**config.mk**
```make
export PLATFORM = sky130hd
export DESIGN_NAME = zone_sdi_streamer
export DESIGN_NICKNAME = d
export VERILOG_FILES = /design/src/rtl/miniled_pkg.sv /design/src/rtl/sdi_word_shifter.sv /design/src/rtl/zone_sdi_streamer.sv
export SDC_FILE = /design/constraint.sdc
export NUM_CORES = 1
export LEC_CHECK = 0
export ABC_AREA = 1
export CAP_MARGIN = 15
export CORE_MARGIN = 4
export CORE_UTILIZATION = 45
export DETAILED_ROUTE_END_ITERATION = 10
export GPL_TIMING_DRIVEN = 0
export HOLD_SLACK_MARGIN = 0.1
export PLACE_DENSITY = 0.67
export SETUP_SLACK_MARGIN = 0.5
export SLEW_MARGIN = 10
export SYNTH_ARGS = -nofsm -noshare
export SYNTH_HDL_FRONTEND = slang
export SYNTH_SLANG_ARGS = --single-unit
export TNS_END_PERCENT = 20
```
**constraint.sdc**
```tcl
create_clock -name I_clk -period 6.4 [get_ports I_clk]
set_input_delay 1.28 -clock I_clk [delete_from_list [all_inputs] [get_ports I_clk]]
set_output_delay 1.28 -clock I_clk [all_outputs]
set_load 0.03 [all_outputs]
```
**src/rtl/miniled_pkg.sv**
```systemverilog
// miniled_pkg: shared sizes, FSM state encoding and gray-to-PWM expansion for the zone SDI streamer
package miniled_pkg;
  localparam int ZONES      = 360;
  localparam int SCAN_LINES = 4;
  localparam int ZPS        = ZONES / SCAN_LINES;
  localparam int DCLK_DIV   = 4;
  localparam int LINE_GAP   = 8;
  localparam int WORD_W     = 16;
  localparam int GRAY_W     = 8;
  localparam int ADDR_W     = $clog2(ZONES);
  localparam int LINE_W     = $clog2(SCAN_LINES);
  localparam int ZONE_W     = $clog2(ZPS + 1);
  localparam int BIT_W      = $clog2(WORD_W);
  localparam int DIV_W      = $clog2(DCLK_DIV);
  localparam int GAP_W      = $clog2(LINE_GAP);

  typedef enum logic [2:0] {IDLE, FETCH, SHIFT, GAP, DONE} state_t;

  // Replicating the byte maps 0x00->0x0000 and 0xFF->0xFFFF (g*257)
  function automatic logic [WORD_W-1:0] expand_gray(input logic [GRAY_W-1:0] g);
    return {g, g};
  endfunction
endpackage

```
**src/rtl/sdi_word_shifter.sv**
```systemverilog
// sdi_word_shifter: serialises 16-bit words MSB first on DCLK/SDI/LE and flags word boundaries
module sdi_word_shifter
  import miniled_pkg::*;
(
  input  logic              clk,
  input  logic              rst,
  input  logic              en_i,
  input  logic              ld_i,
  input  logic [WORD_W-1:0] word_i,
  input  logic [WORD_W-1:0] nxt_word_i,
  output logic              dclk_o,
  output logic              sdi_o,
  output logic              le_o,
  output logic              first_o,
  output logic              last_o
);
  logic [WORD_W-1:0] sr_q, sr_d;
  logic [DIV_W-1:0]  div_q, div_d;
  logic [BIT_W-1:0]  bit_q, bit_d;
  logic              period_end;

  // Divider steps every cycle; the bit index and shift register move only at the end of a DCLK period
  always_comb begin
    period_end = en_i && div_q == DIV_W'(DCLK_DIV - 1);
    div_d      = ld_i ? '0 : en_i ? (period_end ? '0 : div_q + 1'b1) : div_q;
    bit_d      = ld_i ? BIT_W'(WORD_W - 1) : period_end ? bit_q - 1'b1 : bit_q;
    sr_d       = ld_i ? word_i : period_end ? (bit_q == '0 ? nxt_word_i : {sr_q[WORD_W-2:0], 1'b0}) : sr_q;
    dclk_o     = en_i && div_q >= DIV_W'(DCLK_DIV / 2);
    sdi_o      = en_i && sr_q[WORD_W-1];
    le_o       = en_i && bit_q == '0;
    first_o    = en_i && bit_q == BIT_W'(WORD_W - 1) && div_q == '0;
    last_o     = period_end && bit_q == '0;
  end

  // Shift state registers
  always_ff @(posedge clk or posedge rst) begin
    if (rst) begin
      sr_q  <= '0;
      div_q <= '0;
      bit_q <= '0;
    end else begin
      sr_q  <= sr_d;
      div_q <= div_d;
      bit_q <= bit_d;
    end
  end
endmodule

```
**src/rtl/zone_sdi_streamer.sv**
```systemverilog
// zone_sdi_streamer: reads 360 zone grays per frame and shifts them as 16-bit words into the LED driver chain (DAISY_REVERSE_EN reverses zone order per line)
module zone_sdi_streamer
  import miniled_pkg::*;
(
  input  logic              I_clk,
  input  logic              I_rst,
  input  logic              frame_start,
  output logic              rd_buf_en,
  output logic [ADDR_W-1:0] array_map,
  input  logic [GRAY_W-1:0] gray_data,
  output logic              DCLK,
  output logic              SDI,
  output logic              LE,
  output logic [LINE_W-1:0] scan_sel,
  output logic              busy,
  output logic              done
);
  state_t            state_q, state_d;
  logic [LINE_W-1:0] line_q, line_d;
  logic [ZONE_W-1:0] zone_q, zone_d;
  logic              fcnt_q, fcnt_d;
  logic [GAP_W-1:0]  gcnt_q, gcnt_d;
  logic              pre_q, pre_d;
  logic [WORD_W-1:0] nxt_q, nxt_d;
  logic [ZONE_W-1:0] rd_k;
  logic              sh_en, sh_ld, first, last;
  logic              start, last_zone, line_end, gap_end, last_line;

  function automatic logic [ADDR_W-1:0] zone_addr(input logic [LINE_W-1:0] l, input logic [ZONE_W-1:0] k);
`ifdef DAISY_REVERSE_EN
    return ADDR_W'(l) * ADDR_W'(ZPS) + ADDR_W'(ZPS - 1 - int'(k));
`else
    return ADDR_W'(l) * ADDR_W'(ZPS) + ADDR_W'(k);
`endif
  endfunction

  sdi_word_shifter u_shifter (
    .clk       (I_clk),
    .rst       (I_rst),
    .en_i      (sh_en),
    .ld_i      (sh_ld),
    .word_i    (expand_gray(gray_data)),
    .nxt_word_i(nxt_q),
    .dclk_o    (DCLK),
    .sdi_o     (SDI),
    .le_o      (LE),
    .first_o   (first),
    .last_o    (last)
  );

  // Next-state, buffer addressing and status decode; the next word is fetched while bit 15 of the current one is out
  always_comb begin
    start     = frame_start && (state_q == IDLE || state_q == DONE);
    last_zone = zone_q == ZONE_W'(ZPS - 1);
    line_end  = last && last_zone;
    gap_end   = gcnt_q == GAP_W'(LINE_GAP - 1);
    last_line = line_q == LINE_W'(SCAN_LINES - 1);
    sh_en     = state_q == SHIFT;
    sh_ld     = state_q == FETCH && fcnt_q;
    rd_buf_en = (state_q == FETCH && !fcnt_q) || (first && !last_zone);
    rd_k      = state_q == FETCH ? '0 : zone_q + 1'b1;
    array_map = rd_buf_en ? zone_addr(line_q, rd_k) : '0;
    busy      = state_q == FETCH || state_q == SHIFT || state_q == GAP;
    done      = state_q == DONE;
    scan_sel  = busy ? line_q : '0;
    state_d   = state_q;
    unique case (state_q)
      IDLE:    state_d = frame_start ? FETCH : IDLE;
      FETCH:   state_d = fcnt_q ? SHIFT : FETCH;
      SHIFT:   state_d = line_end ? GAP : SHIFT;
      GAP:     state_d = gap_end ? (last_line ? DONE : FETCH) : GAP;
      DONE:    state_d = frame_start ? FETCH : IDLE;
      default: state_d = IDLE;
    endcase
    line_d = start ? '0 : (state_q == GAP && gap_end && !last_line) ? line_q + 1'b1 : line_q;
    zone_d = (start || state_q == GAP) ? '0 : last ? zone_q + 1'b1 : zone_q;
    fcnt_d = state_q == FETCH && !fcnt_q;
    gcnt_d = state_q == GAP ? gcnt_q + 1'b1 : '0;
    pre_d  = sh_en && rd_buf_en;
    nxt_d  = pre_q ? expand_gray(gray_data) : nxt_q;
  end

  // Control registers; reset drops every output to 0 at once
  always_ff @(posedge I_clk or posedge I_rst) begin
    if (I_rst) begin
      state_q <= IDLE;
      line_q  <= '0;
      zone_q  <= '0;
      fcnt_q  <= 1'b0;
      gcnt_q  <= '0;
      pre_q   <= 1'b0;
      nxt_q   <= '0;
    end else begin
      state_q <= state_d;
      line_q  <= line_d;
      zone_q  <= zone_d;
      fcnt_q  <= fcnt_d;
      gcnt_q  <= gcnt_d;
      pre_q   <= pre_d;
      nxt_q   <= nxt_d;
    end
  end

  // Reads must always land inside the zone buffer
  assert property (@(posedge I_clk) disable iff (I_rst) rd_buf_en |-> array_map < ADDR_W'(ZONES));
endmodule
```
==> summary.md <==
| Metric | Value |
|---|---|
| # H-tree levels | 2 |
| Period Utilization, post-route | 68.7% |
| Post-layout nets | 453 |
| Core outline area | 6100 sq um |
| Via count of the first global-routing pass | 2,454 |
| Crit path capture type | output port |
| Number of hold buffers added after CTS | 0 |
| Post-synthesis cell type with the largest combined area | sky130_fd_sc_hd__dfrtp_1 |
| Later-pin clock latency in the skew report | 0.30 ns |
| CTS buffer count | 5 |
| Filler cells | 592 |
| Clock tree buffer depth | 2 |
| Site Rows | 28 |
| Most numerous cell types in the synthesized netlist | sky130_fd_sc_hd__nand2_1 (79), sky130_fd_sc_hd__nor2_1 (62), sky130_fd_sc_hd__inv_1 (55) |
| Die Y | 88.3 um |
| Critical path arrival | 3.12 ns |
| Minimum clock period after layout | 4.40 ns |
| Main synth FF type | sky130_fd_sc_hd__dfrtp_1 |
| Leading cell type by number of instances after synthesis | sky130_fd_sc_hd__nand2_1 |
| Top post-synthesis cells by area | sky130_fd_sc_hd__dfrtp_1 (41%), sky130_fd_sc_hd__nand2_1 (10%), sky130_fd_sc_hd__ha_1 (8.2%), sky130_fd_sc_hd__nor2_1 (8.0%), sky130_fd_sc_hd__inv_1 (7.1%) |
| CTS tree | yes |
| Startpoint type of the worst setup path | register |
| Type of the most critical hold path | reg2reg |
| Synthesis Warnings | 0 |
| Power Density | 149 nW/um^2 |
| Register area | 1180 sq um |
| Share of async-settable or async-resettable flops after synthesis | 100% |
| Die W | 88.3 um |
| HPWL reported at the end of detailed placement | 4700 um |
| Cell count after synthesis | 387 |
| Maximum number of pins on one net before global-route repair | 30 |
| Number of nets with antenna violations after routing | 0 |
| DR vias/cell | 5.11 |
| Residual DRC count | 0 |
| Final number of max-transition violations | 0 |
| Clock-pin slew on the worst setup and hold paths | 0.09 ns |
| Number of clock sinks | 47 |
| Post-synth cell types | 32 |
| Run status | finished clean |
| Class of the most critical setup path | reg2out |
| Routed wire per std cell | 12.7 um |
| Leakage Power | 0.00178 uW |
| Maxcap violations | 0 |
| Router iterations before antenna repair | 4 |
| First-pass GRT wire length | 11,200 um |
| Cells resized by post-CTS repair | 0 |
| Overflow left after global routing | 0 |
| Worst relative slew slack | 62.2% |
| Total GRT Usage | 18.2% |
| Layout Skew | 0.00987 ns |
| Accumulated negative setup slack | 0 ns |
| Worst hold slack across all endpoints | 0.435 ns |
| Number of antenna violations at the first check in global routing | 0 |
| Max Freq | 0.227 GHz |
| Gpl congestion | 0.821 |
| I/O pins | 28 |
| Worst path setup slack after routing | 2.00 ns |
| Footprint of the multi-input gates | 1470 sq um |
| Critical Path Fanout Max | 9 |
| Total inserted antenna cells | 0 |
| Largest voltage drop on the vdd net | 106 uV |
| Critical Path RT | 5.12 ns |
| Port Buffers | 27 |
| Post-Synthesis Net Count | 418 |
| Measured slew at the worst slew-check pin | 0.563 ns |
| Fraction of synthesized cell area taken by the top area cell type | 40.5% |
| Floorplan die area | 7800 sq um |
| Proportion of synthesized chip area in sequential cells | 40.5% |
| Setup bufs post-CTS | 0 |
| Area growth from synthesis to layout | 16.1% |
| Mapped cell area | 2900 sq um |
| Number of vias in the routed layout | 2,541 |
| Number of enable flip-flop cells after synthesis | 0 |
| Hold Vio Cnt, Final | 0 |
| Average instance area after synthesis | 7.50 sq um |
| Share of layout cells above drive strength 1 | 7.11% |
| Initial core utilization | 47.6% |
| Starting DRC count in detailed routing | 153 |
| Total detailed-routing wirelength | 6330 um |
| Worst setup slack after placement | 2.30 ns |
| Register bit total from synthesis | 47 |
| Setup violation total in the final timing report | 0 |
| Setup repair after global routing missed its margin | no |
| Clock tree root buffer cell | sky130_fd_sc_hd__clkbuf_8 |
cell families (layout without fill, tap and decap cells):
family,after synthesis,in the layout,share of synthesized area (%)
simple gates,189,189,28.0
compound gates,56,56,10.0
xor+xnor,3,3,0.906
mux,7,7,2.72
buf+inv,65,100,8.93
fa+ha+maj,20,20,8.88
flops,47,47,40.5
path summary, 6_finish.rpt:
| check | from | endpoint | slack, ns | cells after the start |
|---|---|---|---|---|
| worst min register to register | gcnt_q[0] | gcnt_q[0] | 0.44 | 1 |
| worst max-delay path | state_q[1] | array_map[5] | 2.00 | 12 |
| worst min-delay path | gcnt_q[0] | gcnt_q[0] | 0.44 | 1 |
| max in group asynchronous | I_rst | nxt_q[12] | 4.61 | 3 |
| min in group asynchronous | I_rst | u_shifter.bit_q[2] | 1.29 | 2 |
| worst max register to register | u_shifter.bit_q[0] | u_shifter.sr_q[11] | 4.47 | 8 |
layout by cell type (no fill, tap or decap), types with 2 or more instances in the layout:
cell,instances
sky130_fd_sc_hd__ha_1,19
sky130_fd_sc_hd__inv_1,54
sky130_fd_sc_hd__mux2_2,7
sky130_fd_sc_hd__nand2_1,79
sky130_fd_sc_hd__a21oi_1,14
sky130_fd_sc_hd__inv_2,2
sky130_fd_sc_hd__buf_2,2
sky130_fd_sc_hd__nor2_1,62
sky130_fd_sc_hd__clkdlybuf4s50_1,27
sky130_fd_sc_hd__dfrtp_1,47
sky130_fd_sc_hd__xnor2_1,2
sky130_fd_sc_hd__o21ai_0,34
sky130_fd_sc_hd__nand3b_1,3
sky130_fd_sc_hd__nand2_4,2
sky130_fd_sc_hd__clkbuf_8,5
sky130_fd_sc_hd__nand3_1,27
sky130_fd_sc_hd__a21boi_0,2
sky130_fd_sc_hd__nand2_2,3
sky130_fd_sc_hd__clkbuf_1,3
sky130_fd_sc_hd__o22ai_1,2
sky130_fd_sc_hd__nor3_1,6
sky130_fd_sc_hd__nand4_1,4
sky130_fd_sc_hd__o21ai_1,2
critical path, cell delays in order, from the launching register on:
cell                              delay [ns]
sky130_fd_sc_hd__dfrtp_1                0.37
sky130_fd_sc_hd__buf_2                  0.16
sky130_fd_sc_hd__nor3_4                 0.38
sky130_fd_sc_hd__or2_2                  0.18
sky130_fd_sc_hd__inv_1                  0.04
sky130_fd_sc_hd__ha_1                   0.21
sky130_fd_sc_hd__fa_1                   0.43
sky130_fd_sc_hd__nand2_1                0.11
sky130_fd_sc_hd__nand2_1                0.05
sky130_fd_sc_hd__nand2_1                0.05
sky130_fd_sc_hd__nand2_1                0.05
sky130_fd_sc_hd__a21oi_1                0.11
sky130_fd_sc_hd__clkdlybuf4s50_1        0.68
report_power, final:
group	internal (uW)	switching, uW
clock network	74.9	101
registers	301	1.78
logic	10.1	11.4
through the flow:
stage               util (%)  cell area [sq um]  power (uW)  instances
floorplan                  -               2900         318        387
global placement        53.6               3270         329        489
detailed placement      53.9               3290         330        490
CTS                     55.3               3370         507        497
global route            55.3               3370         524        497
finish                  55.3               3370         500        497
layer usage:
metal  global-route usage [%]  vias up  share of wire [%]
met3                     3.72        2                4.9
met2                     28.3       60                 45
met5                        0        -                  0
li1                         -     1303                  -
met4                     4.81        0               0.36
met1                     25.9     1176                 50
cell type report:
class                           count  share of cell area (%)
Tap cell                           75                    2.79
Clock inverter                      2                   0.409
Timing Repair Buffer               28                    8.62
Buffer                              8                    1.34
Inverter                           57                    6.35
Clock buffer                        5                    2.04
Multi-Input combinational cell    275                    43.5
Sequential cell                    47                    34.9
registers in the layout (all words and copies together), names as in the netlist, 2 cells and up:
name / flops
gcnt_q: 3
u_shifter.bit_q: 4
line_q: 2
nxt_q: 8
state_q: 3
zone_q: 7
u_shifter.div_q: 2
u_shifter.sr_q: 16
No activity file was read; power rests on OpenSTA's default activity.
